**config.mk**
```make
export PLATFORM = sky130hd
export DESIGN_NAME = conv_window_gen
export DESIGN_NICKNAME = d
export VERILOG_FILES = /design/src/rtl/conv_window_gen_pkg.sv /design/src/rtl/conv_line_delay.sv /design/src/rtl/conv_window_gen.sv
export SDC_FILE = /design/constraint.sdc
export NUM_CORES = 2
export LEC_CHECK = 0
export CAP_MARGIN = 20
export CORE_MARGIN = 5
export CORE_UTILIZATION = 45
export DETAILED_ROUTE_END_ITERATION = 10
export GPL_TIMING_DRIVEN = 0
export PLACE_DENSITY_LB_ADDON = 0.15
export SETUP_SLACK_MARGIN = 0.5
export SKIP_LAST_GASP = 1
export SLEW_MARGIN = 0
export SYNTH_ARGS = -nofsm -noshare
export SYNTH_HDL_FRONTEND = slang
export SYNTH_HIERARCHICAL = 1
export SYNTH_SLANG_ARGS = --single-unit
```
**constraint.sdc**
```tcl
create_clock -name clk -period 2.45 [get_ports clk]
set_clock_uncertainty 0.1 [all_clocks]
set_input_delay 0.6125 -clock clk [delete_from_list [all_inputs] [get_ports clk]]
set_output_delay 0.6125 -clock clk [all_outputs]
set_load 0.005 [all_outputs]
```
**src/rtl/conv_window_gen_pkg.sv**
```systemverilog
// rtl/conv_window_gen_pkg.sv - shared helpers for the sliding-window generator and its CE-side users
package conv_window_gen_pkg;

    // Bit offset of channel i, window row r, window column c inside data2conv.
    function automatic int tap_offset(input int i, input int r, input int c,
                                      input int k, input int n);
        return (i * k * k + r * k + c) * n;
    endfunction

    function automatic bit kernel_legal(input int k);
        return (k == 1) || (k == 3) || (k == 5) || (k == 7);
    endfunction

    function automatic int cnt_width(input int depth);
        return (depth > 1) ? $clog2(depth) : 1;
    endfunction

endpackage

```
**src/rtl/conv_line_delay.sv**
```systemverilog
// rtl/conv_line_delay.sv - one raster line of pixel delay, advanced only by en
module conv_line_delay #(
    parameter int W     = 8,
    parameter int DEPTH = 16
) (
    input  logic         clk,
    input  logic         en,
    input  logic [W-1:0] din,
    output logic [W-1:0] dout
);

    logic [W-1:0] mem_q [DEPTH];
    logic [W-1:0] mem_d [DEPTH];

    always_comb begin
        mem_d = mem_q;
        if (en) begin
            mem_d[0] = din;
            for (int i = 1; i < DEPTH; i++) begin
                mem_d[i] = mem_q[i-1];
            end
        end
    end

    // Contents are deliberately not reset; the window validity gate masks stale data.
    always_ff @(posedge clk) begin
        mem_q <= mem_d;
    end

    assign dout = mem_q[DEPTH-1];

endmodule

```
**src/rtl/conv_window_gen.sv**
```systemverilog
// rtl/conv_window_gen.sv - raster stream to KxK window generator feeding the convolution element
module conv_window_gen
    import conv_window_gen_pkg::*;
#(
    parameter int CL_IN  = 32,
    parameter int KERNEL = 3,
    parameter int N      = 2,
    parameter int IMG_W  = 16,
    parameter int IMG_H  = 16
) (
    input  logic                              clk,
    input  logic                              rst,
    input  logic [CL_IN*N-1:0]                pix_in,
    input  logic                              pix_valid,
    output logic [CL_IN*KERNEL*KERNEL*N-1:0]  data2conv,
    output logic                              en_out,
    output logic                              frame_done
);

    localparam int W     = CL_IN * N;
    localparam int KK    = KERNEL * KERNEL;
    localparam int COL_W = cnt_width(IMG_W);
    localparam int ROW_W = cnt_width(IMG_H);
    localparam int DW    = CL_IN * KK * N;

    if (!kernel_legal(KERNEL) || IMG_W < KERNEL || IMG_H < KERNEL) begin : g_bad_params
        $error("conv_window_gen: illegal KERNEL/IMG_W/IMG_H combination");
    end

    logic [COL_W-1:0] col_q, col_d;
    logic [ROW_W-1:0] row_q, row_d;
    logic             col_last, row_last, pos_ok, win_valid;

    // col_in[r] is the pixel entering window row r; row KERNEL-1 is the live pixel.
    logic [W-1:0] col_in [KERNEL];
    logic [W-1:0] win_q  [KK];
    logic [W-1:0] win_d  [KK];

    logic [DW-1:0] data2conv_q, data2conv_d;
    logic          en_out_q, en_out_d;
    logic          frame_done_q, frame_done_d;

    assign col_in[KERNEL-1] = pix_in;

    for (genvar j = 0; j < KERNEL - 1; j++) begin : g_line
        conv_line_delay #(
            .W     (W),
            .DEPTH (IMG_W)
        ) u_line_delay (
            .clk  (clk),
            .en   (pix_valid),
            .din  (col_in[KERNEL-1-j]),
            .dout (col_in[KERNEL-2-j])
        );
    end

    assign col_last = (col_q == COL_W'(IMG_W - 1));
    assign row_last = (row_q == ROW_W'(IMG_H - 1));

    if (KERNEL == 1) begin : g_pos_k1
        assign pos_ok = 1'b1;
    end else begin : g_pos_kn
        assign pos_ok = (row_q >= ROW_W'(KERNEL - 1)) && (col_q >= COL_W'(KERNEL - 1));
    end

    assign win_valid = pix_valid && pos_ok;

    always_comb begin
        col_d = col_q;
        row_d = row_q;
        if (pix_valid) begin
            if (col_last) begin
                col_d = '0;
                row_d = row_last ? '0 : row_q + 1'b1;
            end else begin
                col_d = col_q + 1'b1;
            end
        end
    end

    always_comb begin
        win_d = win_q;
        if (pix_valid) begin
            for (int r = 0; r < KERNEL; r++) begin
                for (int c = 0; c < KERNEL - 1; c++) begin
                    win_d[r*KERNEL + c] = win_q[r*KERNEL + c + 1];
                end
                win_d[r*KERNEL + KERNEL - 1] = col_in[r];
            end
        end
    end

    // Output is packed from the next-state window so the strobe lands one cycle after the pixel.
    always_comb begin
        data2conv_d  = data2conv_q;
        en_out_d     = win_valid;
        frame_done_d = win_valid && row_last && col_last;
        if (win_valid) begin
            for (int i = 0; i < CL_IN; i++) begin
                for (int t = 0; t < KK; t++) begin
                    data2conv_d[tap_offset(i, t / KERNEL, t % KERNEL, KERNEL, N) +: N] =
                        win_d[t][i*N +: N];
                end
            end
        end
    end

    always_ff @(posedge clk) begin
        if (rst) begin
            col_q        <= '0;
            row_q        <= '0;
            data2conv_q  <= '0;
            en_out_q     <= 1'b0;
            frame_done_q <= 1'b0;
        end else begin
            col_q        <= col_d;
            row_q        <= row_d;
            data2conv_q  <= data2conv_d;
            en_out_q     <= en_out_d;
            frame_done_q <= frame_done_d;
        end
    end

    always_ff @(posedge clk) begin
        win_q <= win_d;
    end

    assign data2conv  = data2conv_q;
    assign en_out     = en_out_q;
    assign frame_done = frame_done_q;

endmodule

```
==> parameters.txt <==
Parameter                              Value

Outcome
  Status ... completed

Worst setup path
  Number of buffers and inverters on the critical path ... 5
  Worst Reg-to-Reg Cells ... 9
  Depth of the critical timing path with buffers and inverters included ... 9
  Critical path's top delay family ... buffers and inverters
  Cell at the slowest stage of the critical path ... sky130_fd_sc_hd__dfxtp_4
  Crit-path most repeated cell ... sky130_fd_sc_hd__clkbuf_16
  Required arrival time at the worst endpoint ... 3110 ps
  Type of destination of the critical path ... register
  Critical-path cell list ... inv_4 > ha_4 > nor4_4 > nor3_4 > buf_4 > clkbuf_16 > clkbuf_16 > buf_12 > mux2i_1
  Worst-path maximum fanout ... 10
  Maximum cell stage delay along the critical path ... 370 ps
  Startpoint class of the critical path ... register
  Critical path class ... register to register
  Arrival time at the worst endpoint ... 2820 ps

Power and ir drop
  Internal Pwr Total ... 86.9 mW
  Sw Ratio ... 0.199
  Post-layout total power ... 108 mW
  Clock power share ... 0.431
  Standby leakage power ... 44.9 nW
  Switching power ... 21.6 mW
  Fraction of power consumed by sequential logic ... 0.538
  Worst voltage drop across the vdd grid ... 599 uV
  Pwr dens ... 869 nW/um^2
  Combinational power share ... 0.031

GRT
  Met3 Use GR ... 0.0360
  Maximum number of pins on one net before global-route repair ... 200
  Global route total overflow ... 0
  Busiest layer in global routing ... met2
  Initial antenna violation count ... 19
  Number of global-route vias before repair ... 46900
  Global-route wire length before repair ... 280 mm
  GR Util met2 ... 0.225
  Global-route total usage across every layer ... 0.152
  Routing usage on met1 ... 0.219

Place
  Cell area after placement ... 112000 sq um
  Final HPWL from detailed placement ... 112 mm
  Number of port buffers ... 643
  Setup Slack @ Placement ... -2640 ps
  Final weighted congestion in routability-driven placement ... 0.771

STA
  Final max-slew violation count ... 0
  Actual transition at the worst max-transition pin ... 1070 ps
  Worst path setup slack after routing ... 287 ps
  Final worst-path cycle share ... 0.883
  Final count of hold timing violations ... 0
  Rel. slew slack ... 0.281
  Fin Setup TNS ... 0 ps
  Achievable clock frequency ... 462 MHz
  Finish-stage setup viols ... 0
  Final Critical Period ... 2160 ps
  Setup repair after global routing missed its margin ... true

Yosys
  Net count of the mapped netlist ... 5629
  Synth async-reset ratio ... 0
  Mean area per synthesized cell ... 18.3 sq um
  Number of synthesized flops with an enable pin ... 2048
  Top FF cell, synth ... sky130_fd_sc_hd__edfxtp_1
  Library cells used by synthesis ... 31
  Count of mapped cells out of synthesis ... 5558
  Cell area after synthesis ... 101000 sq um
  Yosys warnings ... 6
  Share of synthesized area occupied by flip-flops and latches ... 0.798
  Total of flip-flops plus latches after synthesis ... 3018

Clock tree
  Clock tree from TritonCTS ... yes
  Worst skew pair latency ... 900 ps
  Inserted Clock Buffers ... 323
  H-tree levels ... 5
  Worst-case clock buffer depth ... 4
  CTS clk-pin slew, worst paths ... 60 ps
  Clock tree root driver cell ... sky130_fd_sc_hd__clkbuf_16
  Number of sinks driven by the clock tree ... 3018

Drt
  Total via count after detailed routing ... 47200
  Iteration-0 DRC Markers ... 2960
  Average routed wire per standard cell ... 18.8 microns
  TritonRoute pass-1 iters ... 5
  Detailed-route wire length ... 189 mm
  Via count normalized by instance count ... 4.71
  Residual antenna-violating net count after detailed routing ... 0
  Remaining DRCs ... 0

Die
  Die extent in x ... 485 microns
  Site row count ... 174
  Core region area ... 225000 sq um
  Effective utilization at floorplan ... 0.452
  Area of the die ... 235000 sq um
  Ports placed on the boundary ... 645
  DIE HEIGHT ... 485 microns

Cells and area
  # fillers ... 17700
  Total non-filler cell area in the finished layout ... 125000 sq um
  Post-route core utilization ... 0.555
  Layout-stage area growth over the synthesis result ... 23.0%
  Layout cell share with drive strength beyond 1 ... 0.361
  Nets ... 6853

Min path
  Depth of the worst hold-timing path ... 1
  Hold WC Path Type ... input pin to register

Run
  Max-capacitance violation count ... 0
-- per-stage QoR --
| stage | hold WS [ps] | instances |
|---|---|---|
| 5_1_grt | 58.6 | 10000 |
| 6_report | 128 | 10000 |
| 3_5_place_dp | 305 | 9204 |
| 4_1_cts | 28.8 | 9797 |
| 3_3_place_gp | 301 | 9193 |
| 2_1_floorplan | 300 | 5558 |
-- power groups by stage --
stage,clock [mW],sequential [mW],combinational [mW]
floorplan,0,59.1,1.83
global placement,0,58.2,1.75
detailed placement,0,59.5,3.25
CTS,48.3,58.5,3.41
global route,50.4,58.7,3.68
finish,46.7,58.4,3.35
-- logic make-up (layout without fill, tap and decap cells) --
kind of cell             Yosys count  in the layout  share of synthesized area
adder cells (fa/ha/maj)            4              4                   0.000493
AND/OR/NAND/NOR                 1173           1173                     0.0721
AO/OA/AOI/OAI                     10             10                   0.000678
XOR/XNOR                           2              2                   0.000173
buffers and inverters            391           1862                     0.0295
flip-flops                      3018           3018                      0.798
multiplexers                     960            960                     0.0994
other                              0              5                          0
-- registers in the layout, indices dropped and copies added, names as in the netlist --
name and cells:
data2conv 576, row_q 4, g_line.u_line_delay/dout 128, g_line.u_line_delay/mem_q 1920, win_q 384, col_q 4, frame_done 1, en_out 1
-- path summary, 6_finish.rpt --
kind / start / end / slack (ps)
min reg2reg: g_line[0].u_line_delay/mem_q[124]$_DFFE_PP_ / g_line[0].u_line_delay/dout[60]$_DFFE_PP_ / 260
max reg2reg: col_q[0]$_SDFFE_PP0P_ / data2conv[394]$_SDFFE_PP0P_ / 290
max: col_q[0]$_SDFFE_PP0P_ / data2conv[394]$_SDFFE_PP0P_ / 290
min: pix_valid / g_line[0].u_line_delay/mem_q[728]$_DFFE_PP_ / 130
-- routing by layer --
| layer | routed length, microns | vias up |
|---|---|---|
| li1 | - | 22300 |
| met1 | 88700 | 23500 |
| met2 | 83800 | 925 |
| met3 | 9530 | 383 |
| met4 | 6520 | 6 |
| met5 | 54 | - |
-- synthesized netlist by cell type (2+ instances only) --
cell / count / area (sq um)
sky130_fd_sc_hd__edfxtp_1: 2048 / 61500
sky130_fd_sc_hd__nand2b_1: 1152 / 7210
sky130_fd_sc_hd__dfxtp_1: 970 / 19400
sky130_fd_sc_hd__mux2i_1: 576 / 5770
sky130_fd_sc_hd__mux2_2: 384 / 4320
sky130_fd_sc_hd__clkbuf_1: 132 / 495
sky130_fd_sc_hd__buf_4: 131 / 983
sky130_fd_sc_hd__buf_2: 63 / 315
sky130_fd_sc_hd__buf_12: 55 / 1100
sky130_fd_sc_hd__buf_8: 5 / 75.1
sky130_fd_sc_hd__nor2_1: 5 / 18.8
sky130_fd_sc_hd__ha_1: 4 / 50.1
sky130_fd_sc_hd__nor3_1: 4 / 20.0
sky130_fd_sc_hd__a21oi_1: 3 / 15.0
sky130_fd_sc_hd__inv_1: 3 / 11.3
sky130_fd_sc_hd__nand2_1: 3 / 11.3
sky130_fd_sc_hd__nand3_1: 3 / 15.0
sky130_fd_sc_hd__a211oi_1: 2 / 15.0
sky130_fd_sc_hd__a41oi_1: 2 / 17.5
sky130_fd_sc_hd__or3_1: 2 / 12.5
-- layout by cell type (no fill, tap or decap), drive strengths merged, types with 3 or more instances in the layout --
cell | Yosys | layout
edfxtp | 2048 | 2048
nand2b | 1152 | 1152
dfxtp | 970 | 970
clkbuf | 132 | 837
buf | 255 | 798
mux2i | 576 | 576
mux2 | 384 | 384
clkinv | 0 | 103
clkdlybuf4s50 | 0 | 64
bufinv | 0 | 24
bufbuf | 0 | 13
clkinvlp | 0 | 12
inv | 4 | 10
diode | 0 | 5
nor2 | 5 | 5
nor3 | 4 | 4
ha | 4 | 4
nand2 | 3 | 3
a21oi | 3 | 3
nand3 | 3 | 3
-- worst register-to-register path: stages (launching register included) --
cell	delay [ps]
sky130_fd_sc_hd__dfxtp_4	370
sky130_fd_sc_hd__inv_4	40
sky130_fd_sc_hd__ha_4	150
sky130_fd_sc_hd__nor4_4	340
sky130_fd_sc_hd__nor3_4	90
sky130_fd_sc_hd__buf_4	150
sky130_fd_sc_hd__clkbuf_16	190
sky130_fd_sc_hd__clkbuf_16	290
sky130_fd_sc_hd__buf_12	180
sky130_fd_sc_hd__mux2i_1	110
-- timing repair --
item                                    CTS  global route
pin swaps                                 0             3
setup endpoints to repair              2856          1472
gates resized for setup                1083          1980
setup buffers                             4           202
cloned                                   15            21
hold buffers                              2             0
endpoints found under the hold margin    25             0
-- final cells by class --
type / count / area [sq um] / area share
diodes: 5 / 12.5 / 0.000100
inverters: 4 / 17.5 / 0.000140
well taps: 2992 / 3740 / 0.0300
multi-input cells: 2149 / 17600 / 0.141
flip-flops and latches: 3018 / 81700 / 0.654
clock buffers: 427 / 8840 / 0.0708
plain buffers: 387 / 3080 / 0.0247
clock inverters: 145 / 1370 / 0.0110
repair buffers: 899 / 8410 / 0.0674
No activity file was read; power rests on OpenSTA's default activity.
